`src/rtl/button_conditioner.sv`:
```
// button_conditioner -- push-button front end for the reaction timer.
//
// Each raw button goes through a 2-FF synchroniser and a debounce FSM
// (RELEASED, PRESS_PENDING, PRESSED, RELEASE_PENDING). The block produces a
// clean level and one-cycle press/release pulses per button, plus an
// optional one-cycle long-press pulse.
//
// Optional feature macro: BUTTON_LONG_PRESS_EN
//   defined     -> hold counters and btn_long logic are built
//   not defined -> btn_long is tied to 0 and LONG_PRESS_CYCLES is ignored
//
// Ports (button_conditioner):
//   clk          in   system clock
//   reset        in   asynchronous, active-high reset
//   enable       in   0 suppresses all pulse outputs; levels keep tracking
//   btn_raw      in   [N_BUTTONS] raw asynchronous button inputs, active-high
//   btn_level    out  [N_BUTTONS] debounced level
//   btn_press    out  [N_BUTTONS] one-cycle pulse on accepted press
//   btn_release  out  [N_BUTTONS] one-cycle pulse on accepted release
//   btn_long     out  [N_BUTTONS] one-cycle pulse once per long press
//   any_press    out  OR of btn_press

// One button channel: synchroniser, debounce FSM, optional hold counter.
module button_channel #(
    parameter int DEBOUNCE_CYCLES   = 1_000_000,
    parameter int LONG_PRESS_CYCLES = 200_000_000
) (
    input  logic clk,
    input  logic reset,
    input  logic enable,
    input  logic raw,
    output logic level,
    output logic press,
    output logic press_nxt,  // next-cycle value of press, for the shared OR
    output logic rel,
    output logic long_p
);
    if (DEBOUNCE_CYCLES < 1 || LONG_PRESS_CYCLES < 1) begin : g_bad_params
        $error("button_channel: DEBOUNCE_CYCLES and LONG_PRESS_CYCLES must be >= 1");
    end

    localparam int CW = $clog2(DEBOUNCE_CYCLES + 1);
    localparam logic [CW-1:0] CNT_LAST = CW'(DEBOUNCE_CYCLES - 1);

    typedef enum logic [1:0] {
        RELEASED,
        PRESS_PENDING,
        PRESSED,
        RELEASE_PENDING
    } state_t;

    logic          sync1_q, sync_q;
    state_t        state_q, state_d;
    logic [CW-1:0] cnt_q, cnt_d;
    logic          level_q, level_d;
    logic          press_q, press_d;
    logic          rel_q, rel_d;

    always_ff @(posedge clk or posedge reset) begin
        if (reset) begin
            sync1_q <= 1'b0;
            sync_q  <= 1'b0;
            state_q <= RELEASED;
            cnt_q   <= '0;
            level_q <= 1'b0;
            press_q <= 1'b0;
            rel_q   <= 1'b0;
        end else begin
            sync1_q <= raw;
            sync_q  <= sync1_q;
            state_q <= state_d;
            cnt_q   <= cnt_d;
            level_q <= level_d;
            press_q <= press_d;
            rel_q   <= rel_d;
        end
    end

    always_comb begin
        state_d = state_q;
        cnt_d   = cnt_q;
        level_d = level_q;
        press_d = 1'b0;
        rel_d   = 1'b0;
        case (state_q)
            RELEASED: begin
                if (sync_q) begin
                    state_d = PRESS_PENDING;
                    cnt_d   = '0;
                end
            end
            PRESS_PENDING: begin
                if (!sync_q) begin
                    state_d = RELEASED;
                end else if (cnt_q == CNT_LAST) begin
                    state_d = PRESSED;
                    level_d = 1'b1;
                    press_d = enable;
                end else begin
                    cnt_d = cnt_q + CW'(1);
                end
            end
            PRESSED: begin
                if (!sync_q) begin
                    state_d = RELEASE_PENDING;
                    cnt_d   = '0;
                end
            end
            RELEASE_PENDING: begin
                if (sync_q) begin
                    state_d = PRESSED;
                end else if (cnt_q == CNT_LAST) begin
                    state_d = RELEASED;
                    level_d = 1'b0;
                    rel_d   = enable;
                end else begin
                    cnt_d = cnt_q + CW'(1);
                end
            end
            default: state_d = RELEASED;
        endcase
    end

    assign level     = level_q;
    assign press     = press_q;
    assign press_nxt = press_d;
    assign rel       = rel_q;

`ifdef BUTTON_LONG_PRESS_EN
    localparam int HW = $clog2(LONG_PRESS_CYCLES + 1);
    localparam logic [HW-1:0] HOLD_LAST = HW'(LONG_PRESS_CYCLES - 1);
    localparam logic [HW-1:0] HOLD_MAX  = HW'(LONG_PRESS_CYCLES);

    logic [HW-1:0] hold_q, hold_d;
    logic          long_q, long_d;

    always_ff @(posedge clk or posedge reset) begin
        if (reset) begin
            hold_q <= '0;
            long_q <= 1'b0;
        end else begin
            hold_q <= hold_d;
            long_q <= long_d;
        end
    end

    // Saturating at LONG_PRESS_CYCLES guarantees hold_q passes HOLD_LAST
    // only once per press, so btn_long fires at most once.
    always_comb begin
        hold_d = hold_q;
        long_d = 1'b0;
        if (state_q == PRESS_PENDING && state_d == PRESSED) begin
            hold_d = '0;
        end else if (state_q == PRESSED || state_q == RELEASE_PENDING) begin
            if (hold_q == HOLD_LAST) long_d = enable;
            if (hold_q != HOLD_MAX)  hold_d = hold_q + HW'(1);
        end
    end

    assign long_p = long_q;
`else
    assign long_p = 1'b0;
`endif
endmodule

module button_conditioner #(
    parameter int N_BUTTONS         = 3,
    parameter int DEBOUNCE_CYCLES   = 1_000_000,
    parameter int LONG_PRESS_CYCLES = 200_000_000
) (
    input  logic                 clk,
    input  logic                 reset,
    input  logic                 enable,
    input  logic [N_BUTTONS-1:0] btn_raw,
    output logic [N_BUTTONS-1:0] btn_level,
    output logic [N_BUTTONS-1:0] btn_press,
    output logic [N_BUTTONS-1:0] btn_release,
    output logic [N_BUTTONS-1:0] btn_long,
    output logic                 any_press
);
    logic [N_BUTTONS-1:0] press_nxt;
    logic                 any_press_q, any_press_d;

    for (genvar i = 0; i < N_BUTTONS; i++) begin : g_ch
        button_channel #(
            .DEBOUNCE_CYCLES  (DEBOUNCE_CYCLES),
            .LONG_PRESS_CYCLES(LONG_PRESS_CYCLES)
        ) u_ch (
            .clk      (clk),
            .reset    (reset),
            .enable   (enable),
            .raw      (btn_raw[i]),
            .level    (btn_level[i]),
            .press    (btn_press[i]),
            .press_nxt(press_nxt[i]),
            .rel      (btn_release[i]),
            .long_p   (btn_long[i])
        );
    end

    // Registered from the channels' next-cycle press so it lines up with btn_press.
    always_comb any_press_d = |press_nxt;

    always_ff @(posedge clk or posedge reset) begin
        if (reset) any_press_q <= 1'b0;
        else       any_press_q <= any_press_d;
    end

    assign any_press = any_press_q;
endmodule

```
`config.mk`:
```
export PLATFORM = sky130hd
export DESIGN_NAME = button_conditioner
export DESIGN_NICKNAME = d
export VERILOG_FILES = /design/src/rtl/button_conditioner.sv
export SDC_FILE = /design/constraint.sdc
export NUM_CORES = 1
export LEC_CHECK = 0
export ABC_AREA = 0
export ABC_CLOCK_PERIOD_IN_PS = 3050
export BUFFER_PORTS_ARGS = -buffer_cell sky130_fd_sc_hd__buf_2
export CAP_MARGIN = 20
export CELL_PAD_IN_SITES_DETAIL_PLACEMENT = 1
export CELL_PAD_IN_SITES_GLOBAL_PLACEMENT = 1
export CORE_MARGIN = 5
export CORE_UTILIZATION = 48
export DETAILED_ROUTE_END_ITERATION = 7
export PLACE_DENSITY = 0.77
export SLEW_MARGIN = 0
export SYNTH_ARGS = -nofsm -noshare
export SYNTH_HDL_FRONTEND = slang
export SYNTH_SLANG_ARGS = --single-unit
```
`constraint.sdc`:
```
create_clock -name clk -period 3.05 [get_ports clk]
set_input_delay 0.7625 -clock clk [delete_from_list [all_inputs] [get_ports clk]]
set_output_delay 0.7625 -clock clk [all_outputs]
set_load 0.02 [all_outputs]
```
==> results of run 1 <==
## sequential cells by signal (all words and copies together), names as in the netlist, named ones only
signal	count
g_ch.u_ch.state_q	3
g_ch.u_ch.cnt_q	60
g_ch.u_ch.rel	3
g_ch.u_ch.sync_q	3
any_press	1
g_ch.u_ch.sync1_q	3
g_ch.u_ch.press	3
g_ch.u_ch.level	3
## synthesized netlist by cell type (12+ instances only)
cell | count | share of area
dfrtp_1 | 82 | 0.48
nand2_1 | 69 | 0.060
nand3_1 | 36 | 0.042
o21ai_0 | 36 | 0.042
nor2_1 | 33 | 0.029
inv_1 | 14 | 0.012
a21oi_1 | 13 | 0.015
clkbuf_1 | 13 | 0.011
nand4_1 | 13 | 0.019
buf_4 | 12 | 0.021
## worst max-delay path, stage by stage (launching register included)
cell	delay, ps
dfrtp_1	630
and2_1	210
or3b_2	500
o31ai_4	490
inv_1	120
nand2_1	240
o31ai_1	120
## layer usage
metal	routed length, microns	up-vias	track usage	share of wire
met5	0	-	0	0
met4	145	0	0.0511	0.014
met3	314	13	0.0407	0.030
met2	5060	49	0.326	0.49
met1	4790	1768	0.257	0.46
li1	-	1706	-	-
## per-stage QoR
step	cells	setup slack [ps]	cell area, sq um
4_1_cts	590	629	4620
6_report	590	627	4620
3_5_place_dp	574	659	4420
5_1_grt	590	468	4620
2_1_floorplan	473	179	4320
3_3_place_gp	574	725	4420
## worst max path at each step
stage	slack [ps]	depth (start not counted)	start	to
after floorplan	180	1	reset	async pin
after global placement	730	6	g_ch[1].u_ch.state_q[0]	g_ch[1].u_ch.cnt_q[5]
after detailed placement	660	6	g_ch[1].u_ch.state_q[0]	g_ch[1].u_ch.cnt_q[19]
after CTS	630	6	g_ch[1].u_ch.state_q[0]	g_ch[1].u_ch.cnt_q[19]
after global routing	470	6	g_ch[1].u_ch.state_q[0]	g_ch[1].u_ch.cnt_q[14]
final	630	6	g_ch[1].u_ch.state_q[0]	g_ch[1].u_ch.cnt_q[19]
## layout by cell type, fill, tap and decap left out, drive strengths merged, types with 4 or more instances in the layout
cell type | synthesis | final
nand4 | 13 | 13
mux2i | 4 | 4
inv | 14 | 15
and3 | 8 | 8
nor3 | 10 | 10
nand3 | 38 | 38
or4 | 8 | 8
xor2 | 11 | 11
nor4 | 12 | 12
a21oi | 13 | 13
dfrtp | 82 | 82
and2 | 5 | 5
nand2b | 4 | 4
clkinvlp | 0 | 4
clkbuf | 13 | 9
o31ai | 12 | 12
nor2 | 33 | 33
buf | 16 | 23
or3 | 7 | 7
nor4b | 5 | 5
nand2 | 69 | 69
o21ai | 36 | 36
a31oi | 8 | 8
xnor2 | 5 | 5
a21o | 6 | 6
## cells by family (layout without fill, tap and decap cells)
| logic type | Yosys count | in the layout | synth area share |
|---|---|---|---|
| simple gates | 226 | 226 | 0.277 |
| compound gates | 95 | 95 | 0.141 |
| flops | 82 | 82 | 0.476 |
| buf+inv | 44 | 53 | 0.0543 |
| xor+xnor | 16 | 16 | 0.0325 |
| mux | 4 | 4 | 0.00929 |
| fa+ha+maj | 3 | 3 | 0.00871 |
| other cells | 1 | 3 | 0.000870 |
## power groups by stage
stage / clock network (mW) / logic, mW / registers [mW]
2_1_floorplan: 0 / 0.102 / 1.18
3_5_place_dp: 0 / 0.137 / 1.19
5_1_grt: 0.882 / 0.155 / 1.18
4_1_cts: 0.837 / 0.137 / 1.17
6_report: 0.813 / 0.134 / 1.17
3_3_place_gp: 0 / 0.132 / 1.19
## cell type report
class                   count  area, sq um  share of cell area
flip-flops and latches     82         2050               0.444
multi-input cells         347         2030               0.439
repair buffers             23          148              0.0320
well taps                 108          135              0.0293
clock buffers               9          124              0.0268
clock inverters             7         77.6              0.0168
inverters                  14         53.8              0.0116
==> metrics.md, run 1 <==
| Metric | Value |
|---|---|
| Initial Util | `0.494` |
| Leak pwr | `around 2 nW` |
| ANT nets after route | `0` |
| Reg2Reg Setup Slack | `between 600 and 700 ps` |
| R2R Path End | `g_ch[1].u_ch.cnt_q[19]` |
| Via count | `roughly 3500` |
| CTS H-tree depth | `3` |
| Gpl congestion | `0.833` |
| Post-CTS Hold Buffers | `0` |
| Number of synthesized flops with an enable pin | `0` |
| CP max FO | `14` |
| Worst-Skew Late Latency | `approximately 360 ps` |
| Yosys warns | `0` |
| Hold Vio Cnt, Final | `0` |
| Layout cell share with drive strength beyond 1 | `0.112` |
| Routed WL per cell | `17.5 microns` |
| Tcrit/Tclk final | `0.794` |
| Worst setup SP type | `register` |
| Hold WS | `~360 ps` |
| # nets final | `486` |
| Fill cells | `1032` |
| First-pass iteration count of the detailed router | `4` |
| Clock root cell | `clkbuf_8` |
| Syn Area/Cell | `between 9 and 10 sq um` |
| Pwr/cell area | `459 nW/um^2` |
| Worst Clk Skew | `7.44 ps` |
| Worst-Margin Slew | `888 ps` |
| Final WL | `roughly 10000 microns` |
| Tot GR Track Use | `0.195` |
| Grt ovf | `0` |
| Final setup viols | `0` |
| First-pass GRT wire length | `17900 microns` |
| Register bit total from synthesis | `between 80 and 90` |
| Vias in the first global route | `roughly 3700` |
| Chip width | `around 100 microns` |
| I/O Buffers | `15` |
| Final Power | `around 2.1 mW` |
| CTS Sinks | `82` |
| Clock Power Share | `0.384` |
| DRC | `0` |
| F_max | `roughly 410 MHz` |
| Clk pin slew, worst setup/hold paths | `about 90 ps` |
| Synth cell types | `58` |
| Core Area | `between 8000 and 9000 sq um` |
| Max cap viols | `0` |
| TNS Setup | `0 ps` |
| VDD IR-drop max | `about 240 uV` |
| Synthesized area | `4310 sq um` |
| Hold depth | `0` |
| Critical Path AT | `approximately 2700 ps` |
| Worst Path Required | `roughly 3300 ps` |
| Clock buffer depth | `2` |
| WHS Endpoint | `g_ch[0].u_ch.sync_q` |
| Initial antenna violation count | `0` |
| Die H | `about 100 microns` |
| Top FF cell, synth | `dfrtp_1` |
| Post-synth ARST share | `1.00` |
| Internal power | `1.55 mW` |
| Tmin final | `between 2000 and 2500 ps` |
| CP Capture Type | `register` |
| Slew margin rel. | `0.404` |
| Flop pwr share | `0.553` |
| Hold Crit Start | `g_ch[0].u_ch.sync1_q` |
| Gate power share | `0.063` |
| R2r startpoint | `g_ch[1].u_ch.state_q[0]` |
| Post-CTS Repair Setup Buffers | `0` |
| Crit path kind | `reg2reg` |
| Post-synthesis sequential area ratio | `0.476` |
| Fin util | `0.530` |
| CTS tree | `built` |
| CTS resizes | `0` |
| Drt via density | `5.99` |
| Num CTS Buffers | `9` |
| Sw frac | `0.270` |
| Largest net degree at the start of global routing | `52` |
| Antenna cells | `0` |
| Min-delay worst type | `reg2reg` |
| Die area | `11000 sq um` |
| Site row count | `34` |
| Detail Placement HPWL | `roughly 7000 microns` |
| Worst R2R Path Depth | `6` |
| Initial detailed-routing violation count | `approximately 140` |
| Sw power | `roughly 570 uW` |
| RSZ-0062 raised after global routing | `false` |
| Synthesized netlist cell count | `between 400 and 500` |
| Synthesis-to-layout area growth | `7.23%` |
| Io pins | `19` |
| Fin. max-slew vios | `0` |
| Status | `finished clean` |
Power figures use the tool's default switching activity.
==> inputs of run 2 (changes only) <==
ABC_AREA = 1   (was 0)
ABC_CLOCK_PERIOD_IN_PS = 2100   (was 3050)
CORE_UTILIZATION = 41   (was 48)
PLACE_DENSITY = 0.72   (was 0.77)
clock period = 2.1 ns   (was 3.05 ns; I/O delays follow)
==> run 2 against run 1 <==
Effect of this change:
- routed wire length rose by 17%
- synthesized area rose by 11%
- total power rose by 62%
- final cell count rose by 38%
- die area rose by 27%
- non-clock buffer count rose by 2
- sequential cell count did not move
- critical path type unchanged
- clock skew rose by 0.91 ps
- hold slack got worse by 89 ps
==> metrics.md, run 2 <==
| Metric | Value |
|---|---|
| Clock root cell | `clkbuf_16` |
| R2r startpoint | `g_ch[0].u_ch.cnt_q[0]` |
| Pwr/cell area | `654 nW/um^2 (+43%)` |
| Post-CTS Repair Setup Buffers | `0 (unchanged)` |
| DRC | `0 (unchanged)` |
| Hold Vio Cnt, Final | `0 (unchanged)` |
| Most frequent cells in the layout | `nand2_1 (219), nor2_1 (94), dfrtp_1 (82)` |
| Synthesized area | `4790 sq um (+11%)` |
| Post-CTS Hold Buffers | `0 (unchanged)` |
| First-pass iteration count of the detailed router | `4 (unchanged)` |
| Tcrit/Tclk final | `0.906 (+0.111)` |
| ANT nets after route | `0 (unchanged)` |
| Post-synth top cells | `nand2_1 (219), nor2_1 (94), dfrtp_1 (82), inv_1 (52), nand3_1 (39)` |
| Synth area leader | `dfrtp_1` |
| Initial detailed-routing violation count | `158 (+14%)` |
| Worst R2R Path Depth | `8 (+2)` |
| Synthesized netlist cell count | `650 (+38%)` |
| Biggest register | `g_ch.u_ch.cnt_q` |
| VDD IR-drop max | `475 uV (+94%)` |
| Hold Crit Start | `btn_raw[2]` |
| Fin. max-slew vios | `0 (unchanged)` |
| Fill cells | `1487 (+44%)` |
| Max FFs per register | `60 (unchanged)` |
| Final WL | `12000 microns (+17%)` |
| Grt ovf | `0 (unchanged)` |
| Register bit total from synthesis | `82 (unchanged)` |
| WHS Endpoint | `g_ch[2].u_ch.sync1_q` |
| Worst Path Required | `2320 ps (-970 ps)` |
| Most common cell in the netlist | `nand2_1` |
| Worst Clk Skew | `8.35 ps (+0.907 ps)` |
| CP Capture Type | `register` |
| RSZ-0062 raised after global routing | `false` |
| Final setup viols | `0 (unchanged)` |
| R2R Path End | `g_ch[0].u_ch.cnt_q[11]` |
| Crit path kind | `reg2reg` |
| Top FF cell, synth | `dfrtp_1` |
| Layout cell share with drive strength beyond 1 | `0.112 (about the same)` |
| Worst setup SP type | `register` |
| CTS Sinks | `82 (unchanged)` |
| Reg2Reg Setup Slack | `200 ps (-430 ps)` |
| Synthesis-to-layout area growth | `9.45%` |
| First-pass GRT wire length | `21300 microns (+19%)` |
| Routed WL per cell | `14.8 microns (-15%)` |
| CTS H-tree depth | `3 (unchanged)` |
| Post-synthesis sequential area ratio | `0.428 (-0.0480)` |
| Chip width | `118 microns (+13%)` |
| Drt via density | `5.06 (-16%)` |
| # nets final | `673 (+38%)` |
| Worst-Skew Late Latency | `350 ps (about the same)` |
| Clk pin slew, worst setup/hold paths | `70 ps (-20 ps)` |
| Syn Area/Cell | `7.37 sq um (-19%)` |
| Vias in the first global route | `4423 (+21%)` |
| Synth cell types | `35 (-40%)` |
| Max cap viols | `0 (unchanged)` |
| Top-area cell type share of the netlist area | `0.428 (-0.0480)` |
| Core Area | `11400 sq um (+31%)` |
| Largest net degree at the start of global routing | `83 (+60%)` |
| Antenna cells | `0 (unchanged)` |
| F_max | `526 MHz (+27%)` |
| Via count | `4109 (+16%)` |
| Detail Placement HPWL | `8890 microns (+23%)` |
| Synth area leaders | `dfrtp_1 (43%), nand2_1 (17%), nor2_1 (7.4%), nand3_1 (4.1%), inv_1 (4.1%)` |
| I/O Buffers | `15 (unchanged)` |
| CTS tree | `built` |
| Min-delay worst type | `in2reg` |
| Clock buffer depth | `2 (unchanged)` |
| Tmin final | `1900 ps (-522 ps)` |
| CP max FO | `15 (+1)` |
| Status | `finished clean` |
| Tot GR Track Use | `0.184 (-0.0107)` |
| Site row count | `39 (+15%)` |
| CTS resizes | `0 (unchanged)` |
| Gpl congestion | `0.863 (+3.7%)` |
| Leak pwr | `2.28 nW (+13%)` |
| Initial antenna violation count | `0 (unchanged)` |
| Initial Util | `0.420 (-0.0744)` |
| Num CTS Buffers | `9 (unchanged)` |
| Number of synthesized flops with an enable pin | `0 (unchanged)` |
| Io pins | `19 (unchanged)` |
| Die area | `13900 sq um (+27%)` |
| Hold depth | `1 (+1)` |
| Yosys warns | `0 (unchanged)` |
| Post-synth ARST share | `1.00 (unchanged)` |
| Most common cell after layout, fill and taps aside | `nand2_1` |
| Critical Path AT | `2120 ps (-540 ps)` |
| TNS Setup | `0 ps (unchanged)` |
| Fin util | `0.459 (-0.0705)` |
| Die H | `118 microns (+13%)` |
run 2: changes by cell type in the layout (fill, tap and decap cells not counted), sizes merged, moves of 10 or more:
cell,previous run,this run
a21oi,13,3
inv,15,61
nand2,69,224
nor2,33,98
nor4,12,0
o21ai,36,51
o31ai,12,0
run 2: cells by family after synthesis:
| group | after synthesis | synth area share |
|---|---|---|
| flops | 82 | 0.428 |
| other cells | 1 | 0.000783 |
| fa+ha+maj | 3 | 0.00784 |
| compound gates | 62 | 0.0781 |
| xor+xnor | 25 | 0.0457 |
| buf+inv | 80 | 0.0846 |
| simple gates | 397 | 0.355 |
run 2: metrics by stage:
| step | power, mW | cell area [sq um] | cells | worst slack, ps | hold slack (ps) |
|---|---|---|---|---|---|
| after detailed placement | 1.86 | 4950 | 796 | 181 | 344 |
| after global routing | 3.57 | 5240 | 812 | 30.8 | 267 |
| after floorplan | 1.80 | 4800 | 652 | 478 | 331 |
| final | 3.43 | 5240 | 812 | 198 | 275 |
| after global placement | 1.85 | 4950 | 796 | 260 | 338 |
| after CTS | 3.48 | 5240 | 812 | 173 | 263 |
run 2: worst max path at each step:
stage / startpoint / endpoint / slack (ps) / depth (start not counted)
after floorplan: g_ch[0].u_ch.cnt_q[0] / g_ch[0].u_ch.cnt_q[0] / 480 / 9
after detailed placement: g_ch[0].u_ch.cnt_q[0] / g_ch[0].u_ch.cnt_q[11] / 180 / 8
final: g_ch[0].u_ch.cnt_q[0] / g_ch[0].u_ch.cnt_q[11] / 200 / 8
after CTS: g_ch[0].u_ch.cnt_q[0] / g_ch[0].u_ch.cnt_q[11] / 170 / 8
after global placement: g_ch[0].u_ch.cnt_q[0] / g_ch[0].u_ch.cnt_q[11] / 260 / 8
after global routing: g_ch[0].u_ch.cnt_q[0] / g_ch[0].u_ch.cnt_q[11] / 30 / 8
run 2: layout make-up:
type / instances / area, sq um / area share
Tap cell: 143 / 179 / 0.0341
Inverter: 56 / 216 / 0.0413
Timing Repair Buffer: 25 / 163 / 0.0310
Multi-Input combinational cell: 490 / 2340 / 0.446
Clock buffer: 9 / 225 / 0.0429
Clock inverter: 7 / 67.6 / 0.0129
Sequential cell: 82 / 2050 / 0.391
run 2: power breakdown:
group	internal, mW	switching (mW)	total [mW]
registers	1.61	0.0313	1.64
clock network	0.841	0.764	1.60
logic	0.0540	0.134	0.188
total	2.50	0.930	3.43
run 2: per-layer routing:
layer,share of wire,global-route usage,vias to the layer above
li1,-,-,2070
met1,0.46,0.234,2008
met2,0.51,0.321,21
met3,0.017,0.0264,10
met4,0.010,0.0566,0
met5,0,0,-
run 2: critical path, stage by stage, from the launching register on:
cell	delay (ps)
dfrtp_1	450
ha_1	300
nand3_2	150
nor2_2	180
nand3_2	170
nand2_4	140
inv_4	60
nand2_4	200
o21ai_0	130
